--- config.mk ---
export PLATFORM = sky130hd
export DESIGN_NAME = byte_frame_rx
export DESIGN_NICKNAME = d
export VERILOG_FILES = /design/src/rtl/byte_frame_rx_pkg.sv /design/src/rtl/frame_rx_fifo.sv /design/src/rtl/byte_frame_rx.sv
export SDC_FILE = /design/constraint.sdc
export NUM_CORES = 1
export LEC_CHECK = 0
export ABC_AREA = 1
export CORE_ASPECT_RATIO = 0.6
export CORE_MARGIN = 4
export CORE_UTILIZATION = 40
export DETAILED_ROUTE_END_ITERATION = 10
export DONT_BUFFER_PORTS = 1
export HOLD_SLACK_MARGIN = 0.03
export PLACE_DENSITY_LB_ADDON = 0.3
export SETUP_SLACK_MARGIN = 0.5
export SKIP_CTS_REPAIR_TIMING = 1
export SYNTH_ARGS = -nofsm -noshare
export SYNTH_HDL_FRONTEND = slang
export SYNTH_SLANG_ARGS = --single-unit
export TNS_END_PERCENT = 50
--- constraint.sdc ---
create_clock -name clk -period 3.9 [get_ports clk]
set_clock_uncertainty 0.15 [all_clocks]
set_input_delay 0.585 -clock clk [delete_from_list [all_inputs] [get_ports clk]]
set_output_delay 0.585 -clock clk [all_outputs]
set_load 0.05 [all_outputs]
--- src/rtl/byte_frame_rx_pkg.sv ---
// Shared types for the byte_frame_rx parser: FSM states, buffer entry layout and default sync marker.
package byte_frame_rx_pkg;

    typedef enum logic [2:0] {
        HUNT,
        LEN,
        PAYLOAD,
        CSUM,
        DROP
    } state_e;

    typedef struct packed {
        logic       last;
        logic [7:0] data;
    } entry_t;

    localparam logic [7:0] SYNC_DEFAULT = 8'hA5;

endpackage

--- src/rtl/frame_rx_fifo.sv ---
// Payload buffer with speculative write pointer: frames become visible on commit, vanish on rollback.
module frame_rx_fifo
    import byte_frame_rx_pkg::*;
#(
    parameter int unsigned DEPTH = 64
) (
    input  logic                   clk,
    input  logic                   reset,
    input  logic                   wr_en,
    input  entry_t                 wr_entry,
    input  logic                   commit,
    input  logic                   rollback,
    output logic                   rd_valid,
    input  logic                   rd_ready,
    output entry_t                 rd_entry,
    output logic [$clog2(DEPTH):0] free_cnt
);

    localparam int unsigned AW = $clog2(DEPTH);
    localparam int unsigned PW = AW + 1;

    entry_t        mem_q [DEPTH];
    logic [PW-1:0] wr_ptr_q;
    logic [PW-1:0] commit_ptr_q;
    logic [PW-1:0] rd_ptr_q;
    logic [PW-1:0] used;
    logic          rd_fire;

    // Only committed entries are readable; speculative bytes sit between commit and write pointers.
    assign used     = commit_ptr_q - rd_ptr_q;
    assign free_cnt = PW'(DEPTH) - used;
    assign rd_valid = (used != '0);
    assign rd_fire  = rd_valid && rd_ready;
    assign rd_entry = rd_valid ? mem_q[rd_ptr_q[AW-1:0]] : '0;

    always_ff @(posedge clk) begin
        if (wr_en) begin
            mem_q[wr_ptr_q[AW-1:0]] <= wr_entry;
        end
    end

    always_ff @(posedge clk or posedge reset) begin
        if (reset) begin
            wr_ptr_q     <= '0;
            commit_ptr_q <= '0;
            rd_ptr_q     <= '0;
        end else begin
            if (rollback) begin
                wr_ptr_q <= commit_ptr_q;
            end else if (wr_en) begin
                wr_ptr_q <= wr_ptr_q + PW'(1);
            end
            if (commit) begin
                commit_ptr_q <= wr_ptr_q;
            end
            if (rd_fire) begin
                rd_ptr_q <= rd_ptr_q + PW'(1);
            end
        end
    end

endmodule

--- src/rtl/byte_frame_rx.sv ---
// Sync-hunting, length-prefixed frame receiver with XOR checksum; releases only verified payloads.
// Optional BYTE_FRAME_RX_STATS_EN adds saturating good/bad frame counters.
module byte_frame_rx
    import byte_frame_rx_pkg::*;
#(
    parameter logic [7:0]  SYNC_BYTE = SYNC_DEFAULT,
    parameter int unsigned MAX_LEN   = 32,
    parameter int unsigned DEPTH     = 64
) (
    input  logic        clk,
    input  logic        reset,
    input  logic        in_valid,
    input  logic [7:0]  in_data,
    output logic        out_valid,
    input  logic        out_ready,
    output logic [7:0]  out_data,
    output logic        out_last,
    output logic        frame_ok,
    output logic        frame_err
`ifdef BYTE_FRAME_RX_STATS_EN
    ,
    output logic [15:0] good_cnt,
    output logic [15:0] bad_cnt
`endif
);

    state_e                 state_q, state_d;
    logic [8:0]             cnt_q, cnt_d;
    logic [7:0]             csum_q, csum_d;
    logic                   ok_d, err_d;
    logic                   wr_en, commit, rollback;
    entry_t                 wr_entry, rd_entry;
    logic [$clog2(DEPTH):0] free_cnt;
    logic                   len_bad, no_room;

    assign len_bad = (in_data == 8'd0) || (32'(in_data) > MAX_LEN);
    assign no_room = 32'(free_cnt) < 32'(in_data);

    frame_rx_fifo #(.DEPTH(DEPTH)) u_fifo (
        .clk      (clk),
        .reset    (reset),
        .wr_en    (wr_en),
        .wr_entry (wr_entry),
        .commit   (commit),
        .rollback (rollback),
        .rd_valid (out_valid),
        .rd_ready (out_ready),
        .rd_entry (rd_entry),
        .free_cnt (free_cnt)
    );

    assign out_data = rd_entry.data;
    assign out_last = rd_entry.last;

    always_ff @(posedge clk or posedge reset) begin
        if (reset) begin
            state_q   <= HUNT;
            cnt_q     <= '0;
            csum_q    <= '0;
            frame_ok  <= 1'b0;
            frame_err <= 1'b0;
        end else begin
            state_q   <= state_d;
            cnt_q     <= cnt_d;
            csum_q    <= csum_d;
            frame_ok  <= ok_d;
            frame_err <= err_d;
        end
    end

    always_comb begin
        state_d = state_q;
        if (in_valid) begin
            case (state_q)
                HUNT:    if (in_data == SYNC_BYTE) state_d = LEN;
                LEN: begin
                    if (len_bad)      state_d = HUNT;
                    else if (no_room) state_d = DROP;
                    else              state_d = PAYLOAD;
                end
                PAYLOAD: if (cnt_q == 9'd1) state_d = CSUM;
                CSUM:    state_d = HUNT;
                DROP:    if (cnt_q == 9'd1) state_d = HUNT;
                default: state_d = HUNT;
            endcase
        end
    end

    // Datapath controls: buffer writes, checksum accumulation and commit/rollback decisions.
    always_comb begin
        cnt_d         = cnt_q;
        csum_d        = csum_q;
        ok_d          = 1'b0;
        err_d         = 1'b0;
        wr_en         = 1'b0;
        commit        = 1'b0;
        rollback      = 1'b0;
        wr_entry.last = (cnt_q == 9'd1);
        wr_entry.data = in_data;
        if (in_valid) begin
            case (state_q)
                LEN: begin
                    if (len_bad) begin
                        err_d = 1'b1;
                    end else if (no_room) begin
                        err_d = 1'b1;
                        cnt_d = 9'(in_data) + 9'd1;
                    end else begin
                        cnt_d  = 9'(in_data);
                        csum_d = in_data;
                    end
                end
                PAYLOAD: begin
                    wr_en  = 1'b1;
                    csum_d = csum_q ^ in_data;
                    cnt_d  = cnt_q - 9'd1;
                end
                CSUM: begin
                    if (in_data == csum_q) begin
                        commit = 1'b1;
                        ok_d   = 1'b1;
                    end else begin
                        rollback = 1'b1;
                        err_d    = 1'b1;
                    end
                end
                DROP:    cnt_d = cnt_q - 9'd1;
                default: ;
            endcase
        end
    end

`ifdef BYTE_FRAME_RX_STATS_EN
    always_ff @(posedge clk or posedge reset) begin
        if (reset) begin
            good_cnt <= '0;
            bad_cnt  <= '0;
        end else begin
            if (frame_ok && (good_cnt != 16'hFFFF)) good_cnt <= good_cnt + 16'd1;
            if (frame_err && (bad_cnt != 16'hFFFF)) bad_cnt <= bad_cnt + 16'd1;
        end
    end
`endif

endmodule

# Word level (Yosys, flattened, before mapping)
# Memories as Yosys holds them, arrays and structs flattened.
# Index checks and enable logic that the tools add are counted.
[classes]
n_addsub = 6
order_cmp = 2
eq_ne = 12
muxes = 29
bitwise_logic = 1
n_reduce_logical = 12
[op_table]
columns = ["cell", "count"]
rows = [
  ["$mux W9", 3],
  ["$pmux W9 S2", 1],
  ["$mux W8", 2],
  ["$pmux W8 S2", 1],
  ["$mux W3", 5],
  ["$add A7 B1 Y7 const B", 2],
  ["$mux W7", 2],
  ["$mux W1", 13],
  ["$pmux W3 S4", 1],
  ["$add A8 B1 Y9 const B", 1],
  ["$eq A9 B1 Y1 const B", 1],
  ["$sub A9 B1 Y9 const B", 1],
  ["$eq A8 B8 Y1", 1],
  ["$eq A8 B8 Y1 const B", 1],
  ["$gt A8 B6 Y1 const B", 1],
  ["$logic_not A8 Y1", 1],
  ["$lt A7 B8 Y1", 1],
  ["$reduce_and A4 Y1", 2],
  ["$xor A8 B8 Y8", 1],
  ["$reduce_bool A7 Y1", 1],
  ["$sub A7 B7 Y7", 1],
  ["$sub A7 B7 Y7 const A", 1],
  ["$eq A3 B2 Y1 const B", 2],
  ["$ne A2 B2 Y1 const B", 3],
  ["other kinds (10)", 13],
]
[totals]
regBits = 43
ramBits = 576
inputBits = 12
mem_count = 1
[memory_table]
columns = ["name", "words", "word_bits", "read_ports", "rd_clocked_by_memory_dff", "wr", "line_no", "text"]
rows = [
  ["u_fifo.mem_q", 64, 9, 1, 0, 1, "frame_rx_fifo.sv:22", "entry_t mem_q [DEPTH];"],
]

# Depth between registers and ports, before layout
# Gate-level depths: netlist of run 1.
[depth]
ltp_word = 7
depth_mapped = 26

# Modules after synthesis
# From an unflattened synthesis of run 1, not the netlist that was laid out.
[hier_totals]
cells_unflattened = 2612
area_unflattened_um2 = 27278.7
[by_module_without_submodules]
columns = ["mod", "instances", "cells_per_inst", "area_per_inst_um2", "seq_area_each_um2"]
rows = [
  ["frame_rx_fifo", 1, 2325, 25365.6, 17822.1],
  ["byte_frame_rx", 1, 287, 1913.1, 550.5],
]

# Worst setup path after synthesis of run 1
# Ideal clock, no wire load.
[synth_path]
path_type = "register -> register"
from = "register u_fifo.rd_ptr_q[2]"
to = "register csum_q[0]"
t_arrival_ns = 3.518
slack_ns = 0.115
path_stages_with_launch = 25
synth_period_minus_slack_ns = 3.785
cell_sequence = "dfrtp_1 buf_2 clkinv_1 clkbuf_1 ha_1 or2_1 nand3_1 nand2_1 nand2_1 nand2_1 nand3_2 buf_2 nand2_1 ha_1 inv_1 nor2_1 nand2_1 nand2_1 inv_1 nand2_1 nand2_1 nand2_2 nand2_2 nand2_1 nand2_1"
[synth_via]
elab_chain_len = 5
[synth_rtl]
columns = ["item", "line_no", "text"]
rows = [
  ["start: declaration", "frame_rx_fifo.sv:25", "logic [PW-1:0] rd_ptr_q;"],
  ["start signal: assignment", "frame_rx_fifo.sv:57", "rd_ptr_q <= rd_ptr_q + PW'(1);"],
  ["$sub A7 B7 Y7", "frame_rx_fifo.sv:30", "assign used = commit_ptr_q - rd_ptr_q;"],
  ["$sub A7 B7 Y7", "frame_rx_fifo.sv:31", "assign free_cnt = PW'(DEPTH) - used;"],
  ["$lt A7 B8 Y1", "byte_frame_rx.sv:37", "assign no_room = 32'(free_cnt) < 32'(in_data);"],
  ["$ne A2 B2 Y1 (no source line)", "--", ""],
  ["$reduce_and A4 Y1 (no source line)", "--", ""],
  ["end signal: assignment", "byte_frame_rx.sv:65", "csum_q <= csum_d;"],
  ["end: declaration", "byte_frame_rx.sv:29", "logic [7:0] csum_q, csum_d;"],
]
# No other way between the ends.
# A chain may end at the register's enable or synchronous reset.

# Worst setup path in the final report of run 1
[layout_path]
from = "register u_fifo.rd_ptr_q[0]"
to = "output out_data[2]"
[layout_via]
elab_chain_len = 3
[layout_rtl]
columns = ["item", "line_no", "text"]
rows = [
  ["$sub A7 B7 Y7", "frame_rx_fifo.sv:30", ""],
  ["$reduce_bool A7 Y1", "frame_rx_fifo.sv:32", "assign rd_valid = (used != '0);"],
  ["$mux W9 (*)", "frame_rx_fifo.sv:34", "assign rd_entry = rd_valid ? mem_q[rd_ptr_q[AW-1:0]] : '0;"],
  ["end: declaration", "byte_frame_rx.sv:16", "output logic [7:0] out_data,"],
]
# Mark *: on every way between the ends. The rest lies on a longest branch, timed or not.

==> results of run 1 <==
flip-flops by register name, indices dropped and copies added, names as in the netlist:
signal,cells
u_fifo.wr_ptr_q,7
state_q,3
cnt_q,9
u_fifo.commit_ptr_q,7
u_fifo.rd_ptr_q,7
frame_ok,1
frame_err,1
u_fifo.mem_q,576
csum_q,8
path summary, 6_finish.rpt:
| kind | from | endpoint | slack, ns | depth (start not counted) |
|---|---|---|---|---|
| max reg2reg | u_fifo.rd_ptr_q[0] | csum_q[0] | 0.26 | 22 |
| min reg2reg | cnt_q[1] | cnt_q[1] | 0.34 | 2 |
| min in group asynchronous | reset | cnt_q[5] | 0.52 | 2 |
| min | out_ready | u_fifo.rd_ptr_q[0] | 0.04 | 2 |
| max in group asynchronous | reset | u_fifo.rd_ptr_q[1] | 2.37 | 2 |
| max | u_fifo.rd_ptr_q[0] | out_data[2] | 0.008 | 13 |
cell usage after synthesis, drive strengths merged, types with 13 or more instances:
cell | number | area share
inv | 255 | 0.035
nand3 | 433 | 0.080
dfrtp | 43 | 0.039
nand2 | 861 | 0.12
ha | 20 | 0.0091
o21ai | 49 | 0.0089
buf | 95 | 0.017
edfxtp | 576 | 0.63
a21oi | 34 | 0.0070
xor2 | 13 | 0.0041
clkbuf | 33 | 0.0045
nor2 | 195 | 0.028
or2 | 32 | 0.0073
o211ai | 18 | 0.0049
layout make-up:
class	instances	area [µm²]	share of cell area
sequential	619	18400	0.576
multi-input combinational	1689	7930	0.249
timing repair buffer	128	1690	0.0530
clock buffer	74	1520	0.0477
tap	912	1140	0.0358
inverter	259	998	0.0313
clock inverter	28	241	0.00757
per-stage QoR:
stage | std cells | setup TNS [ns] | worst slack, ns | total power, mW
final | 3709 | 0 | 0.00754 | 19.7
after global placement | 3576 | 0 | 0.228 | 13.3
after floorplan | 2694 | 0 | 0.500 | 11.4
after global routing | 3709 | -0.424 | -0.0884 | 20.6
after CTS | 3678 | -1.84 | -0.249 | 18.7
after detailed placement | 3576 | 0 | 0.203 | 13.3
per-layer routing:
metal | wire [µm] | GRT usage | vias up
li1 | - | - | 9100
met1 | 35700 | 0.294 | 9511
met2 | 31500 | 0.275 | 847
met3 | 9350 | 0.0675 | 97
met4 | 1240 | 0.0348 | 0
met5 | 0 | 0 | -
logic make-up after synthesis:
logic type               after synthesis  share of synthesized area
adder cells (fa/ha/maj)               21                    0.00979
flip-flops                           619                      0.666
AND/OR/NAND/NOR                     1537                      0.238
buffers and inverters                387                     0.0572
XOR/XNOR                              21                    0.00666
AO/OA/AOI/OAI                        109                     0.0229
report_power, final:
part	switching (mW)	internal [mW]
registers	0.165	7.41
logic	4.49	2.19
clock network	2.44	3.00
==> flow_metrics.tcl, run 1 <==
set metrics [dict create \
    viasPerCell 5.27 \
    syn_inst 2694 \
    hpwl_mm 43.4 \
    syn2layout_area_growth_pct 15.5 \
    final_hold_viol_count 0 \
    num_io_pins 24 \
    die_area_um2 73400 \
    die_w_um 347 \
    fin_util 0.468 \
    arrival_ns 3.16 \
    powerDensity_nw_per_um2 617 \
    num_rows 74 \
    drc 0 \
    grt_pass1_vias 18607 \
    layout_common_cells "nand2_1 (840), edfxtp_1 (576), nand3_1 (414)" \
    relSlewSlack 0.344 \
    clockBufferDepth 3 \
    ys_warn_count 0 \
    ys_seq_elements 619 \
    post_drt_wl_per_cell_um 21.0 \
    vias 19555 \
    synth_nets 2727 \
    syn_area_um2 27600 \
    tightest_slew_ns 0.982 \
    antenna_found_initial 1 \
    cts_tree "done" \
    crit_type "flip-flop to output port" \
    whs_ns 0.0350 \
    drt_iter0_drc 2461 \
    drv_cap 0 \
    routed_wl_mm 77.8 \
    path_delay_family "adder cells" \
    cts_root_buf "clkbuf_16" \
    cts_made_buffers 56 \
    drtPass1Iterations 6 \
    max_stage_delay_ns 0.54 \
    synth_flop_cell "edfxtp_1" \
    n_fill_cell 6219 \
    synthArstFlopShare 0.0695 \
    initial_core_util 0.405 \
    synth.avg_cell_area_um2 10.2 \
    rsz0062_at_grt "true" \
    drv_slew 0 \
    finalNetCount 2786 \
    gp_congestion 0.872 \
    final_common_cell "nand2_1" \
    path_cells "ha_4 -> fa_1 -> ha_2 -> inv_2 -> nor2_4 -> nand3_2 -> nor2_4 -> nand3_4 -> buf_12 -> nand3_2 -> nor2_1 -> buf_4 -> buf_8" \
    min_period_ns 3.89 \
    core_area_um2 68100 \
    ys_types 40 \
    crit_slowest_cell "fa_1" \
    die_h_um 211 \
    ant_nets 0 \
    min_path_type "input port to flip-flop" \
    finalSetupViolCount 0 \
    cp.required_ns 3.16 \
    cts_sinks 619 \
    end_kind "output port" \
    htree_levels 2 \
    n_antenna_cell 0 \
    grt_use_total 0.195 \
    cp_num_buf_inv 4 \
    status "finished clean" \
    numPortBuffers 0 \
    clk_pin_slew_ns 0.07 \
    grt_overflow_total 0 \
    final_area_um2 31900 \
    synth_edf_count 576 \
    vdd_drop_max_uv 876 \
    clk-insertion-delay-late_ns 0.60 \
    final_layout_size_suffix_gt1_frac 0.116 \
    grt_pass1_wl_mm 111 \
    critPathLaunchType "flip-flop" \
    yosysSeqAreaShare 0.666 \
    crit_fanout 6 \
    timing.final.crit_share 0.998 \
    grt_max_degree 148 \
    max_freq_mhz 257 \
    p_leak_nw 12.8 \
    placed_area_um2 29000 \
]
No activity file was read; power rests on OpenSTA's default activity.
==> run 2, diff against run 1 <==
==> constraint.sdc (replaced) <==
create_clock -name clk -period 3.9 [get_ports clk]
set_clock_uncertainty 0.15 [all_clocks]
set_input_delay 1.17 -clock clk [delete_from_list [all_inputs] [get_ports clk]]
set_output_delay 1.17 -clock clk [all_outputs]
set_load 0.05 [all_outputs]
==> run 2 against run 1 <==
The run now ends with setup timing left. Final cell count about the same. Critical path type unchanged. Sequential share of layout area is 0.57 points higher. Sequential power barely moved. Wire length down 4.9%. Maximum frequency down 12%. Design area decreased by 0.98%. Register-to-register slack got worse by 0.07 ns. Hold slack better by 0.31 ns. Global-route usage rose by 0.34 points. Setup slack worse by 0.55 ns.
==> flow_metrics.tcl, run 2 (synthesized netlist as in run 1, its figures left out) <==
set metrics [dict create \
    wirelength_met1_mm 34.5 \
    hpwl_mm 45.2 \
    relSlewSlack 0.362 \
    final_area_um2 31600 \
    clk-insertion-delay-late_ns 0.60 \
    routed_wl_mm 73.9 \
    cts_sinks 619 \
    drtPass1Iterations 6 \
    crit_type "flip-flop to output port" \
    cts_made_buffers 54 \
    highest-signal-layer "met4" \
    crit_fanout 51 \
    finalNetCount 2787 \
    timing.final.crit_share 1.14 \
    placed_area_um2 29600 \
    tightest_slew_ns 0.956 \
    die_h_um 211 \
    finalSetupViolCount 10 \
    die_w_um 347 \
    n_antenna_cell 0 \
    pre_cts_ws_ns -0.103 \
    wl_met2_mm 30.0 \
    ant_nets 0 \
    grt_use_total 0.199 \
    critPathLaunchType "flip-flop" \
    n_fill_cell 6231 \
    drt_iter0_drc 2203 \
    syn2layout_area_growth_pct 14.4 \
    final_hold_viol_count 0 \
    fin_ws_ns -0.542 \
    arrival_ns 3.12 \
    end_kind "output port" \
    min_path_type "flip-flop to flip-flop" \
    min_period_ns 4.44 \
    grt_pass1_vias 18231 \
    drv_cap 0 \
    vias 19363 \
    final_layout_size_suffix_gt1_frac 0.116 \
    rsz0062_at_grt "true" \
    core_area_um2 68100 \
    p_leak_nw 12.7 \
    grt_pass1_wl_mm 112 \
    status "finished, violations left" \
    cts_root_buf "clkbuf_16" \
    post_drt_wl_per_cell_um 19.9 \
    whs_ns 0.342 \
    grt_overflow_total 0 \
    setup_tns_ns -5.05 \
    max_freq_mhz 225 \
    violations "setup timing" \
    multi_input_area_um2 7950 \
    num_rows 74 \
    drc 0 \
    numPortBuffers 0 \
    route.met3.wl_mm 8.39 \
    grt_max_degree 123 \
    die_area_um2 73400 \
    final_common_cell "nand2_1" \
    antenna_found_initial 0 \
    drv_slew 0 \
    initial_core_util 0.405 \
    powerDensity_nw_per_um2 607 \
    viasPerCell 5.22 \
    clk_pin_slew_ns 0.07 \
    vdd_drop_max_uv 438 \
    largest_reg_flops 576 \
    gp_congestion 0.897 \
    htree_levels 2 \
    cp.required_ns 2.58 \
    clockBufferDepth 3 \
    layout_common_cells "nand2_1 (840), edfxtp_1 (576), nand3_1 (415)" \
    cts_tree "done" \
    area.sequential_um2 18400 \
    num_io_pins 24 \
]
==> run 2: final cells by class <==
| class | instances | area share |
|---|---|---|
| well taps | 912 | 0.0361 |
| clock buffers | 68 | 0.0451 |
| flip-flops and latches | 619 | 0.582 |
| multi-input cells | 1689 | 0.252 |
| repair buffers | 131 | 0.0428 |
| inverters | 259 | 0.0314 |
| clock inverters | 34 | 0.0109 |
==> run 2: layer usage <==
layer  vias to the layer above  GRT usage
met4                         0     0.0331
met1                      9392      0.309
met5                         -          0
li1                       9088          -
met2                       789      0.276
met3                        94     0.0597
==> run 2: per-stage QoR <==
stage               power [mW]   util  cells
floorplan                 11.6      -   2694
global placement          13.6  0.434   3602
detailed placement        13.6  0.434   3602
CTS                       19.1  0.460   3704
global route              20.1  0.463   3712
finish                    19.2  0.463   3712
==> run 2: path summary, 6_finish.rpt <==
kind / slack, ns / end / cells after the start / startpoint
max: -0.54 / out_data[1] / 10 / u_fifo.rd_ptr_q[0]
min: 0.34 / u_fifo.commit_ptr_q[0] / 2 / u_fifo.commit_ptr_q[0]
max reg2reg: 0.19 / csum_q[7] / 22 / u_fifo.rd_ptr_q[0]
min reg2reg: 0.34 / u_fifo.commit_ptr_q[0] / 2 / u_fifo.commit_ptr_q[0]
max in group asynchronous: 2.38 / u_fifo.rd_ptr_q[0] / 1 / reset
min in group asynchronous: 0.51 / frame_ok / 1 / reset
==> run 2: power by group <==
part	internal [mW]	total [mW]	switching (mW)
combinational	2.09	6.14	4.05
clock	3.00	5.48	2.48
sequential	7.40	7.57	0.165
total	12.5	19.2	6.69
==> run 2: critical path, cell delays in order (launching register included) <==
cell and delay [ns]:
dfrtp_4 0.54, buf_4 0.17, buf_16 0.18, or2_2 0.33, nand3_1 0.08, nand3_1 0.16
nand3_1 0.33, nor2_1 0.15, nor2_1 0.32, nor2_4 0.08, buf_12 0.15
==> run 3, diff against run 2 <==
Settings changed: SKIP_CTS_REPAIR_TIMING 1 to default.
==> run 3 against run 2 <==
The run still ends with setup timing left. Maximum frequency grew 1.3%. First-iteration DRC count grew 1.8%. Wire length grew 2.8%. Highest routed layer is now met5. Via count grew 1.3%. Power grew 1.8%. Critical path type unchanged. Clock-buffer cell count is the same. Clock power is essentially flat. Final cell count grew 0.30%. Largest power group unchanged.
==> flow_metrics.tcl, run 3 (synthesized netlist as in run 1, its figures left out) <==
set metrics [dict create \
    n_fill_cell 6172 \
    initial_core_util 0.405 \
    drt_iter0_drc 2243 \
    min_path_type "flip-flop to flip-flop" \
    core_area_um2 68100 \
    intPower_mw 12.7 \
    timing.final.crit_share 1.12 \
    crit_fanout 5 \
    tightest_slew_ns 0.958 \
    final_common_cell "nand2_1" \
    grt_use_total 0.201 \
    status "finished, violations left" \
    n_antenna_cell 0 \
    die_area_um2 73400 \
    rsz0062_at_grt "true" \
    critPathLaunchType "flip-flop" \
    routed_wl_mm 76.0 \
    clk-insertion-delay-late_ns 0.59 \
    min_period_ns 4.38 \
    cts_made_buffers 54 \
    cp.required_ns 2.58 \
    largest_reg_flops 576 \
    cts_tree "done" \
    final_hold_viol_count 0 \
    grt_pass1_wl_mm 113 \
    cts_sinks 619 \
    relSlewSlack 0.360 \
    vdd_drop_max_uv 432 \
    swShare 0.352 \
    clk_pin_slew_ns 0.07 \
    fin_ws_ns -0.484 \
    powerDensity_nw_per_um2 609 \
    arrival_ns 3.06 \
    die_h_um 211 \
    power.total_mw 19.5 \
    drtPass1Iterations 6 \
    grt_max_degree 123 \
    violations "setup timing" \
    numPortBuffers 0 \
    finalNetCount 2798 \
    pwr-share-seq 0.388 \
    hpwl_mm 45.2 \
    drc 0 \
    clockBufferDepth 3 \
    ant_nets 0 \
    grt_overflow_total 0 \
    drv_cap 0 \
    end_kind "output port" \
    p_leak_nw 12.8 \
    antenna_found_initial 1 \
    finalSetupViolCount 10 \
    cts_root_buf "clkbuf_16" \
    layout_common_cells "nand2_1 (829), edfxtp_1 (576), nand3_1 (404)" \
    crit_type "flip-flop to output port" \
    vias 19623 \
    gp_congestion 0.897 \
    post_drt_wl_per_cell_um 20.4 \
    syn2layout_area_growth_pct 16.2 \
    clockPowerShare 0.281 \
    htree_levels 2 \
    num_io_pins 24 \
    grt_pass1_vias 18349 \
    pwr-share-comb 0.331 \
    power_switching_mw 6.88 \
    max_freq_mhz 228 \
    die_w_um 347 \
    viasPerCell 5.27 \
    final_layout_size_suffix_gt1_frac 0.131 \
    drv_slew 0 \
    pre_cts_ws_ns -0.103 \
    num_rows 74 \
]
[run 3: changes by cell type in the layout (fill, tap and decap cells not counted), sizes merged]
cell / change
clkinv: +1
bufbuf: +1
inv: -1
buf: +7
nand3: +1
clkbuf: +2
[run 3: final cells by class]
type / count / area [µm²] / area share
clock buffer: 68 / 1430 / 0.0444
clock inverter: 34 / 343 / 0.0107
inverter: 259 / 1000 / 0.0312
multi-input combinational: 1690 / 8220 / 0.256
sequential: 619 / 18400 / 0.573
tap: 912 / 1140 / 0.0356
timing repair buffer: 141 / 1580 / 0.0491
[run 3: layer usage]
| metal | share of wire | GRT usage |
|---|---|---|
| met5 | 0.0023 | 0.0166 |
| met3 | 0.11 | 0.0622 |
| met4 | 0.017 | 0.0384 |
| met2 | 0.40 | 0.277 |
| met1 | 0.46 | 0.311 |
[run 3: timing repair]
item                                   4_1_cts  5_1_grt
endpoints found under the hold margin        0        0
cloned                                       3        3
setup endpoints to repair                   29       29
pin swaps                                   34       34
hold buffers                                 0        0
gates resized for setup                     51       67
buffers inserted                             8        5
[run 3: per-stage QoR]
| stage | hold slack [ns] | utilization | TNS (ns) | instances | instance area (µm²) |
|---|---|---|---|---|---|
| final | 0.340 | 0.471 | -4.49 | 3723 | 32100 |
| after CTS | 0.347 | 0.465 | -5.33 | 3715 | 31700 |
| after detailed placement | 0.330 | 0.434 | -1.14 | 3602 | 29600 |
| after floorplan | 0.299 | - | 0 | 2694 | 27800 |
| after global routing | 0.369 | 0.471 | -5.56 | 3723 | 32100 |
| after global placement | 0.318 | 0.434 | -0.899 | 3602 | 29600 |
[run 3: worst max-delay path, stage by stage (launching register included)]
cell,delay (ns)
dfrtp_4,0.50
ha_4,0.17
fa_2,0.55
ha_4,0.14
inv_2,0.03
nor2_2,0.08
nand3_2,0.10
nor2_4,0.12
buf_6,0.14
nand3_4,0.25
nand3_4,0.15
nor2_4,0.07
buf_12,0.16
[run 3: final timing paths]
kind                                   startpoint                endpoint  slack (ns)  depth (start not counted)
hold reg to reg            u_fifo.commit_ptr_q[0]  u_fifo.commit_ptr_q[0]        0.34                          2
setup reg to reg               u_fifo.rd_ptr_q[0]               csum_q[3]        0.10                         23
setup / recovery               u_fifo.rd_ptr_q[0]             out_data[7]       -0.48                         12
max in group asynchronous                   reset      u_fifo.rd_ptr_q[0]        2.38                          1
min in group asynchronous                   reset                frame_ok        0.51                          1
hold / removal             u_fifo.commit_ptr_q[0]  u_fifo.commit_ptr_q[0]        0.34                          2
[run 3: power groups by stage]
stage / combinational, mW / clock, mW / sequential (mW)
after floorplan: 3.92 / 0 / 7.65
after global placement: 5.86 / 0 / 7.69
after detailed placement: 5.94 / 0 / 7.70
after CTS: 6.14 / 5.58 / 7.56
after global routing: 7.02 / 5.88 / 7.59
final: 6.47 / 5.48 / 7.58
